**src/rtl/rc4_pkg.sv**
```systemverilog
// Shared types and constants for the RC4 decrypt datapath and the key-search controller.
package rc4_pkg;

   typedef enum logic [3:0] {
      ST_IDLE,
      ST_REQ,
      ST_INIT,
      ST_RD_I,
      ST_CALC_J,
      ST_RD_J,
      ST_WR_I,
      ST_WR_J,
      ST_RD_F,
      ST_WR_D,
      ST_NEXT,
      ST_DONE
   } rc4_prga_state_t;

   // Valid plaintext: lowercase letters plus space.
   localparam logic [7:0] CHAR_LO_DEF = 8'h61;
   localparam logic [7:0] CHAR_HI_DEF = 8'h7A;
   localparam logic [7:0] CHAR_SP_DEF = 8'h20;

endpackage

```
**src/rtl/rc4_char_valid.sv**
```systemverilog
// Combinational plaintext-byte membership test: [CHAR_LO..CHAR_HI] or CHAR_SP.
module rc4_char_valid
   import rc4_pkg::*;
#(
   parameter int                DATA_W  = 8,
   parameter logic [DATA_W-1:0] CHAR_LO = DATA_W'(CHAR_LO_DEF),
   parameter logic [DATA_W-1:0] CHAR_HI = DATA_W'(CHAR_HI_DEF),
   parameter logic [DATA_W-1:0] CHAR_SP = DATA_W'(CHAR_SP_DEF)
) (
   input  logic [DATA_W-1:0] char_in,
   output logic              valid
);

   assign valid = ((char_in >= CHAR_LO) && (char_in <= CHAR_HI)) || (char_in == CHAR_SP);

endmodule

```
**src/rtl/rc4_prga_decrypt.sv**
```systemverilog
// RC4 keystream generation over a pre-shuffled S RAM, XORed with E into D.
// Runtime message length, configurable RAM read latency, optional early-abort
// plaintext check reporting pass/fail.
//
// state  | meaning
// -------+-------------------------------------------------------------
// IDLE   | waiting for start; latches msg_len / check_en
// REQ    | requesting S/E/D RAMs, waiting for all three grants
// INIT   | i=1, j=0, k=0
// RD_I   | reading s[i] for RD_LAT cycles -> si
// CALC_J | j += si
// RD_J   | reading s[j] for RD_LAT cycles -> sj
// WR_I   | s[i] = sj
// WR_J   | s[j] = si
// RD_F   | reading s[si+sj] -> f and e[k] for RD_LAT cycles
// WR_D   | d[k] = f ^ e[k]; check byte / detect last byte
// NEXT   | i++, k++
// DONE   | finish high, result valid; held while start is high
module rc4_prga_decrypt
   import rc4_pkg::*;
#(
   parameter int                DATA_W     = 8,
   parameter int                S_ADDR_W   = 8,
   parameter int                MSG_ADDR_W = 5,
   parameter int                RD_LAT     = 2,
   parameter logic [DATA_W-1:0] CHAR_LO    = DATA_W'(CHAR_LO_DEF),
   parameter logic [DATA_W-1:0] CHAR_HI    = DATA_W'(CHAR_HI_DEF),
   parameter logic [DATA_W-1:0] CHAR_SP    = DATA_W'(CHAR_SP_DEF)
) (
   input  logic                  clk,
   input  logic                  rst_n,
   input  logic                  start,
   input  logic [MSG_ADDR_W:0]   msg_len,
   input  logic                  check_en,
   output logic                  finish,
   output logic                  pass,
   output logic                  fail,
   output logic                  s_req,
   output logic                  e_req,
   output logic                  d_req,
   input  logic                  s_gnt,
   input  logic                  e_gnt,
   input  logic                  d_gnt,
   output logic [S_ADDR_W-1:0]   s_addr,
   output logic [DATA_W-1:0]     s_wdata,
   output logic                  s_wren,
   input  logic [DATA_W-1:0]     s_q,
   output logic [MSG_ADDR_W-1:0] e_addr,
   input  logic [DATA_W-1:0]     e_q,
   output logic [MSG_ADDR_W-1:0] d_addr,
   output logic [DATA_W-1:0]     d_wdata,
   output logic                  d_wren
);

   localparam int                LAT_W    = $clog2(RD_LAT + 1);
   localparam int                LEN_W    = MSG_ADDR_W + 1;
   localparam logic [LAT_W-1:0]  LAT_LOAD = LAT_W'(RD_LAT - 1);

   rc4_prga_state_t       state, state_nxt;
   logic [S_ADDR_W-1:0]   i, j, f_addr;
   logic [MSG_ADDR_W-1:0] k;
   logic [DATA_W-1:0]     si, sj, f, e_byte, d_byte;
   logic [LEN_W-1:0]      len_q;
   logic                  chk_q, pass_q, fail_q;
   logic [LAT_W-1:0]      lat_cnt;
   logic                  lat_done, byte_ok, last_byte, active;

   assign lat_done  = (lat_cnt == '0);
   assign f_addr    = si + sj;
   assign d_byte    = f ^ e_byte;
   assign last_byte = ({1'b0, k} == (len_q - LEN_W'(1)));
   assign active    = (state != ST_IDLE) && (state != ST_DONE);

   rc4_char_valid #(
      .DATA_W  (DATA_W),
      .CHAR_LO (CHAR_LO),
      .CHAR_HI (CHAR_HI),
      .CHAR_SP (CHAR_SP)
   ) u_char_valid (
      .char_in (d_byte),
      .valid   (byte_ok)
   );

   // State register.
   always_ff @(posedge clk or negedge rst_n) begin
      if (!rst_n) state <= ST_IDLE;
      else        state <= state_nxt;
   end

   // Next-state decode.
   always_comb begin
      state_nxt = state;
      case (state)
         ST_IDLE:   if (start) state_nxt = (msg_len == '0) ? ST_DONE : ST_REQ;
         ST_REQ:    if (s_gnt && e_gnt && d_gnt) state_nxt = ST_INIT;
         ST_INIT:   state_nxt = ST_RD_I;
         ST_RD_I:   if (lat_done) state_nxt = ST_CALC_J;
         ST_CALC_J: state_nxt = ST_RD_J;
         ST_RD_J:   if (lat_done) state_nxt = ST_WR_I;
         ST_WR_I:   state_nxt = ST_WR_J;
         ST_WR_J:   state_nxt = ST_RD_F;
         ST_RD_F:   if (lat_done) state_nxt = ST_WR_D;
         ST_WR_D:   state_nxt = ((chk_q && !byte_ok) || last_byte) ? ST_DONE : ST_NEXT;
         ST_NEXT:   state_nxt = ST_RD_I;
         ST_DONE:   if (!start) state_nxt = ST_IDLE;
         default:   state_nxt = ST_IDLE;
      endcase
   end

   // S RAM port decode; only the two swap states write.
   always_comb begin
      s_addr  = '0;
      s_wdata = '0;
      s_wren  = 1'b0;
      case (state)
         ST_RD_I: s_addr = i;
         ST_RD_J: s_addr = j;
         ST_WR_I: begin
            s_addr  = i;
            s_wdata = sj;
            s_wren  = 1'b1;
         end
         ST_WR_J: begin
            s_addr  = j;
            s_wdata = si;
            s_wren  = 1'b1;
         end
         ST_RD_F: s_addr = f_addr;
         default: ;
      endcase
   end

   assign s_req   = active;
   assign e_req   = active;
   assign d_req   = active;
   assign e_addr  = k;
   assign d_addr  = k;
   assign d_wren  = (state == ST_WR_D);
   assign d_wdata = (state == ST_WR_D) ? d_byte : '0;
   assign finish  = (state == ST_DONE);
   assign pass    = pass_q;
   assign fail    = fail_q;

   // Datapath: indices, captured RAM data, latency down-counter and result flags.
   always_ff @(posedge clk or negedge rst_n) begin
      if (!rst_n) begin
         i       <= '0;
         j       <= '0;
         k       <= '0;
         si      <= '0;
         sj      <= '0;
         f       <= '0;
         e_byte  <= '0;
         len_q   <= '0;
         chk_q   <= 1'b0;
         pass_q  <= 1'b0;
         fail_q  <= 1'b0;
         lat_cnt <= '0;
      end else begin
         // Every RD_* state is entered from a different state, so a state
         // change is exactly where the wait must restart.
         if (state_nxt != state)  lat_cnt <= LAT_LOAD;
         else if (!lat_done)      lat_cnt <= lat_cnt - LAT_W'(1);

         case (state)
            ST_IDLE: if (start) begin
               len_q <= msg_len;
               chk_q <= check_en;
               if (msg_len == '0) pass_q <= 1'b1;
            end
            ST_INIT: begin
               i <= S_ADDR_W'(1);
               j <= '0;
               k <= '0;
            end
            ST_RD_I:   if (lat_done) si <= s_q;
            ST_CALC_J: j <= j + si;
            ST_RD_J:   if (lat_done) sj <= s_q;
            ST_RD_F: if (lat_done) begin
               f      <= s_q;
               e_byte <= e_q;
            end
            ST_WR_D: begin
               if (chk_q && !byte_ok) fail_q <= 1'b1;
               else if (last_byte)    pass_q <= 1'b1;
            end
            ST_NEXT: begin
               i <= i + S_ADDR_W'(1);
               k <= k + MSG_ADDR_W'(1);
            end
            ST_DONE: if (!start) begin
               pass_q <= 1'b0;
               fail_q <= 1'b0;
            end
            default: ;
         endcase
      end
   end

endmodule

```
**config.mk**
```make
export PLATFORM = sky130hd
export DESIGN_NAME = rc4_prga_decrypt
export DESIGN_NICKNAME = d
export VERILOG_FILES = /design/src/rtl/rc4_pkg.sv /design/src/rtl/rc4_char_valid.sv /design/src/rtl/rc4_prga_decrypt.sv
export SDC_FILE = /design/constraint.sdc
export NUM_CORES = 1
export LEC_CHECK = 0
export BUFFER_PORTS_ARGS = -buffer_cell sky130_fd_sc_hd__buf_2
export CORE_MARGIN = 3
export CORE_UTILIZATION = 44
export CTS_BUF_LIST = sky130_fd_sc_hd__clkbuf_8
export DETAILED_ROUTE_END_ITERATION = 10
export PLACE_DENSITY_LB_ADDON = 0.3
export SYNTH_ARGS = -nofsm -noshare
export SYNTH_HDL_FRONTEND = slang
export SYNTH_SLANG_ARGS = --single-unit
```
**constraint.sdc**
```tcl
create_clock -name clk -period 5.7 [get_ports clk]
set_clock_uncertainty 0.05 [all_clocks]
set_input_delay 1.14 -clock clk [delete_from_list [all_inputs] [get_ports clk]]
set_output_delay 1.14 -clock clk [all_outputs]
set_load 0.05 [all_outputs]
```
Word level (Yosys, flattened, before mapping)
Cells that the tools add are included.

cells by class
  add/subtract/negate cells = 6
  $lt $le $gt $ge = 2
  eq/ne operators = 22
  multiplexer cells = 26
  bitwise gates (word level) = 1
  reduce and logical (&&, ||, !) cells = 26

operators by type and width
  cell                                                               number
  one-hot mux 8 bit (2 select lines)                                 3
  one-hot mux 4 bit (11 select lines)                                1
  2-to-1 mux 4 bit                                                   7
  one-hot mux 8 bit (3 select lines)                                 1
  adder 8 bit                                                        2
  == test 4 x 3 -> 1 bit, second input constant                      4
  == test 4 bit, second input constant                               4
  one-hot mux 5 bit (2 select lines)                                 1
  adder 8 x 1 -> 8 bit, second input constant                        1
  == test 4 x 2 -> 1 bit, second input constant                      2
  == test 8 x 6 -> 1 bit, second input constant                      1
  greater-or-equal comparator 8 x 7 -> 1 bit, second input constant  1
  <= comparator 8 x 7 -> 1 bit, second input constant                1
  2-to-1 mux 1 bit                                                   8
  2-to-1 mux 8 bit                                                   1
  != test 2 bit, second input constant                               4
  AND reduction 2 bit                                                4
  OR reduction 2 bit                                                 4
  bitwise XOR 8 bit                                                  1
  == test 5 x 6 -> 1 bit                                             1
  zero test 6 bit                                                    1
  != test 2 x 1 -> 1 bit, second input constant                      3
  AND reduction 6 bit                                                1
  nonzero test 2 bit                                                 3
  other kinds (17)                                                   23

word-level totals
  register bits = 68
  bits of input ports = 29
  output and inout port bits = 42
  logic and storage cells = 96

Logic depth before layout (Yosys ltp)
  word-level depth = 11
  mapped depth = 9
  mapped depth without buffers = 9

Modules after synthesis
A second synthesis with hierarchy kept.

second synthesis, totals
  cells, all modules = 422
  area, all modules = 4202.8 um^2

by module, submodules not included
  module            instances  cells an instance  area each (um^2)  seq. area each (um^2)
  rc4_prga_decrypt  1          412                4139.0            1701.6
  rc4_char_valid    1          10                 63.8              0.0

Worst setup path after synthesis
Ideal clock, no wire load.

  path kind = register to output
  start point = register si[0]
  end point = output s_addr[6]
  arrival = 2.732 ns
  data required time = 4.510 ns
  slack = 1.778 ns
  stages on the path, launching flop included = 10
  buffers on the path = 0
  cell sequence = dfrtp_1 ha_1 inv_1 fa_1 nor2b_1 o21ai_0 a21oi_1 o21a_1 nor3_1 o31ai_1

on the way
  longest elaborated chain between the ends = 2

RTL lines
  item                                RTL line                 source
  start: declaration                  rc4_prga_decrypt.sv:62   logic [DATA_W-1:0] si, sj, f, e_byte, d_byte;
  start signal: assignment            rc4_prga_decrypt.sv:176  ST_RD_I: if (lat_done) si <= s_q;
  adder 8 bit                         rc4_prga_decrypt.sv:69   assign f_addr = si + sj;
  one-hot mux 8 bit (3 select lines)  rc4_prga_decrypt.sv:115  case (state)
  end: declaration                    rc4_prga_decrypt.sv:44   output logic [S_ADDR_W-1:0] s_addr,

No other way between the ends.

Final worst setup path
  start point = register state[0]
  end point = output s_addr[0]

on the way
  longest elaborated chain between the ends = 3
  elaborated cells between the ends (all ways) = 8
  classes of those cells = eq/ne (5); mux (1); reduce/logical (2)

RTL lines
  item                                                                     RTL line                 source
  start: declaration                                                       rc4_prga_decrypt.sv:59   rc4_prga_state_t state, state_nxt;
  start signal: assignment                                                 rc4_prga_decrypt.sv:87   else state <= state_nxt;
  == test 4 x 3 -> 1 bit / == test 4 x 2 -> 1 bit (equally long branches)  rc4_prga_decrypt.sv:115
  OR reduction 2 bit (no line)                                             n/a
  one-hot mux 8 bit (3 select lines) *                                     rc4_prga_decrypt.sv:115

Every way passes the cells marked *; elsewhere a longest branch is shown, timed or not.

==> summary.txt <==
Job
  • Max_cap viols: 0

Synthesis
  • Post-synth EDFFs: 0
  • Asr flop ratio synth: 1.00
  • Synth area leader: dfrtp_1
  • Mean Syn Cell Area: 9.91 um2
  • Synth Flop Type: dfrtp_1
  • Synth warn: 0
  • Top-count cell post-synth: dfrtp_1
  • Most instantiated cells after synthesis: dfrtp_1 (68), nor2_1 (50), mux2_2 (38), nand2_1 (24), inv_1 (19)
  • Yosys cell types: 55
  • Seq cells post-synth: 68
  • Synthesized area: 0.00417 mm2
  • Syn Inst Count: 421
  • Sequential-to-total area share from yosys stat: 0.408
  • Synthesized net count: 470
  • Synth area leaders: dfrtp_1 (41%), mux2_2 (10%), ha_1 (5.4%)
  • Top-area cell type share of the netlist area: 0.408

Layout
  • Area growth syn-to-layout: 14.3%
  • Multi-input gate area: 0.00228 mm2
  • Layout cell share with drive strength beyond 1: 0.272
  • Nets: 533
  • Post-Layout Cell Count: 615
  • Post-route cell area: 0.00477 mm2
  • Fill count: 821
  • ANT cells: 0
  • Register area: 0.00170 mm2

Timing
  • Final worst slack: roughly 1500 ps
  • Period utilization: 0.744
  • Setup violators final: 0
  • Relative max-transition margin: 0.287
  • Max Clock Freq: 0.236 GHz
  • Setup_tns: 0 ps
  • Final min period: 4240 ps
  • Final slew viol count: 0
  • RSZ-0062 raised after global routing: no
  • Final Hold Vio Count: 0
  • Slew @ Worst Pin: 1060 ps

Status
  • Status: complete, no violations

Placement
  • Area after DPL: 0.00457 mm2
  • Buffers added on ports: 70
  • RD Place Congestion: 0.843
  • Setup WS pre-CTS: 1860 ps
  • Placed cells: 599
  • Dpl hpwl: 7220 um

Clock tree
  • Total setup buffers inserted after CTS: 0
  • Post-cts resize count: 0
  • CTS tree: done
  • Root buffer cell: clkbuf_8
  • Cts hold-fix bufs: 0
  • CTS H-tree lvls: 3
  • Clock insertion delay at the later pin of the skew report: 350 ps
  • Total CTS buffers: 9
  • Clk pin slew, worst setup/hold paths: around 80 ps
  • Clock Tree Buf Depth: 2
  • Number of clock sinks: slightly below 70

Detailed routing
  • Wire length per cell: 15.5 um
  • Routed vias: ~3.3k
  • Post-DRT Antenna Nets: 0
  • Iteration-0 DRC count of the detailed router: 205
  • Vias per std cell: 5.37
  • Routed WL: between 9000 and 10,000 um
  • DR DRC count: 0
  • 1st-pass router iterations: 5

Global routing
  • Vias in the first global route: 3,186
  • Remaining Overflow, GRT: 0
  • Initial antenna violation count: 0
  • Largest net degree at the start of global routing: 69
  • GRT Overall Usage: 0.190
  • First-pass GRT wire length: 15,800 um

Die
  • Die W: 103 um
  • Boundary pin count: 71
  • Initial Utilization: 0.465
  • Die height: 103 um
  • Core Area: 0.00898 mm2
  • DIE AREA: 0.0107 mm2
  • Rows: 34

Critical path
  • Arr. time, crit path: 3050 ps
  • Worst path required time: approximately 4500 ps
  • Critical path type: register to output pin
  • CP endpoint kind: output pin
  • Type of origin of the critical path: register
  • Worst-path fanout max: 30

Power
  • Max IR drop VDD: 0.265 mV
  • Power Total: 0.00261 W
  • Power density cells: 548 mW/mm2
  • LEAKAGE: 2.29 nW

Hold path
  • Hold Crit Class: register to register
## cell usage in the layout, fill, tap and decap left out, types with 7 or more instances in the layout
cell type	instances
nand3_1	13
buf_2	70
nor2_1	50
dfrtp_1	68
a22o_1	10
a21oi_1	15
xor2_1	11
mux2i_1	10
ha_1	18
nor3_1	12
nor2b_1	7
inv_1	20
o21ai_0	17
clkbuf_8	9
xnor2_1	16
nand2_1	24
mux2_2	38
## report_power, final
group / switching [W] / internal (W)
clock: 0.000191 / 0.000200
sequential: 0.000249 / 0.000671
combinational: 0.000725 / 0.000574
## metrics by stage
step | util | hold slack [ps]
3_5_place_dp | 0.509 | 420
4_1_cts | 0.531 | 438
2_1_floorplan | - | 397
5_1_grt | 0.531 | 457
6_report | 0.531 | 432
3_3_place_gp | 0.509 | 416
## layer usage
| layer | up-vias | track usage | part of all wire |
|---|---|---|---|
| li1 | 1634 | - | - |
| met1 | 1564 | 0.262 | 0.47 |
| met2 | 92 | 0.299 | 0.47 |
| met3 | 15 | 0.0476 | 0.050 |
| met4 | 0 | 0.0528 | 0.016 |
| met5 | - | 0 | 0 |
## final cells by class
class | count | area share
Multi-Input combinational cell | 314 | 0.479
Tap cell | 126 | 0.0331
Clock inverter | 7 | 0.0144
Sequential cell | 68 | 0.357
Clock buffer | 9 | 0.0260
Inverter | 20 | 0.0158
Timing Repair Buffer | 71 | 0.0751
## critical path, stage by stage, from the launching register on
cell      delay (ps)
dfrtp_1         1040
xnor2_1          150
nor3_1           840
a222oi_1         310
inv_1             90
buf_2            260
## final timing paths
check	cells past startpoint	from	slack, ps	endpoint
max	5	state[0]$_DFF_PN0_	1460	s_addr[0]
min	2	fail$_DFFE_PN0P_	430	fail$_DFFE_PN0P_
max reg2reg	3	state[0]$_DFF_PN0_	3270	e_byte[0]$_DFFE_PN0P_
min reg2reg	2	fail$_DFFE_PN0P_	430	fail$_DFFE_PN0P_
max in group asynchronous	2	rst_n	4090	lat_cnt[1]$_DFFE_PN0P_
min in group asynchronous	2	rst_n	940	len_q[1]$_DFFE_PN0P_
## sequential cells by signal, indices dropped and copies added (netlist names)
signal,count
chk_q,1
d_addr,5
e_byte,8
f,8
fail,1
i,8
j,8
lat_cnt,2
len_q,6
pass,1
si,8
sj,8
state,4
## logic make-up (layout without fill, tap and decap cells)
group	Yosys count	count (layout)	share of synthesized area
buf+inv	39	107	0.0450
xor+xnor	27	27	0.0567
flops	68	68	0.408
compound gates	82	82	0.139
simple gates	137	137	0.161
fa+ha+maj	20	20	0.0636
mux	48	48	0.127
Note: power is estimated with default switching activity, not from simulation.
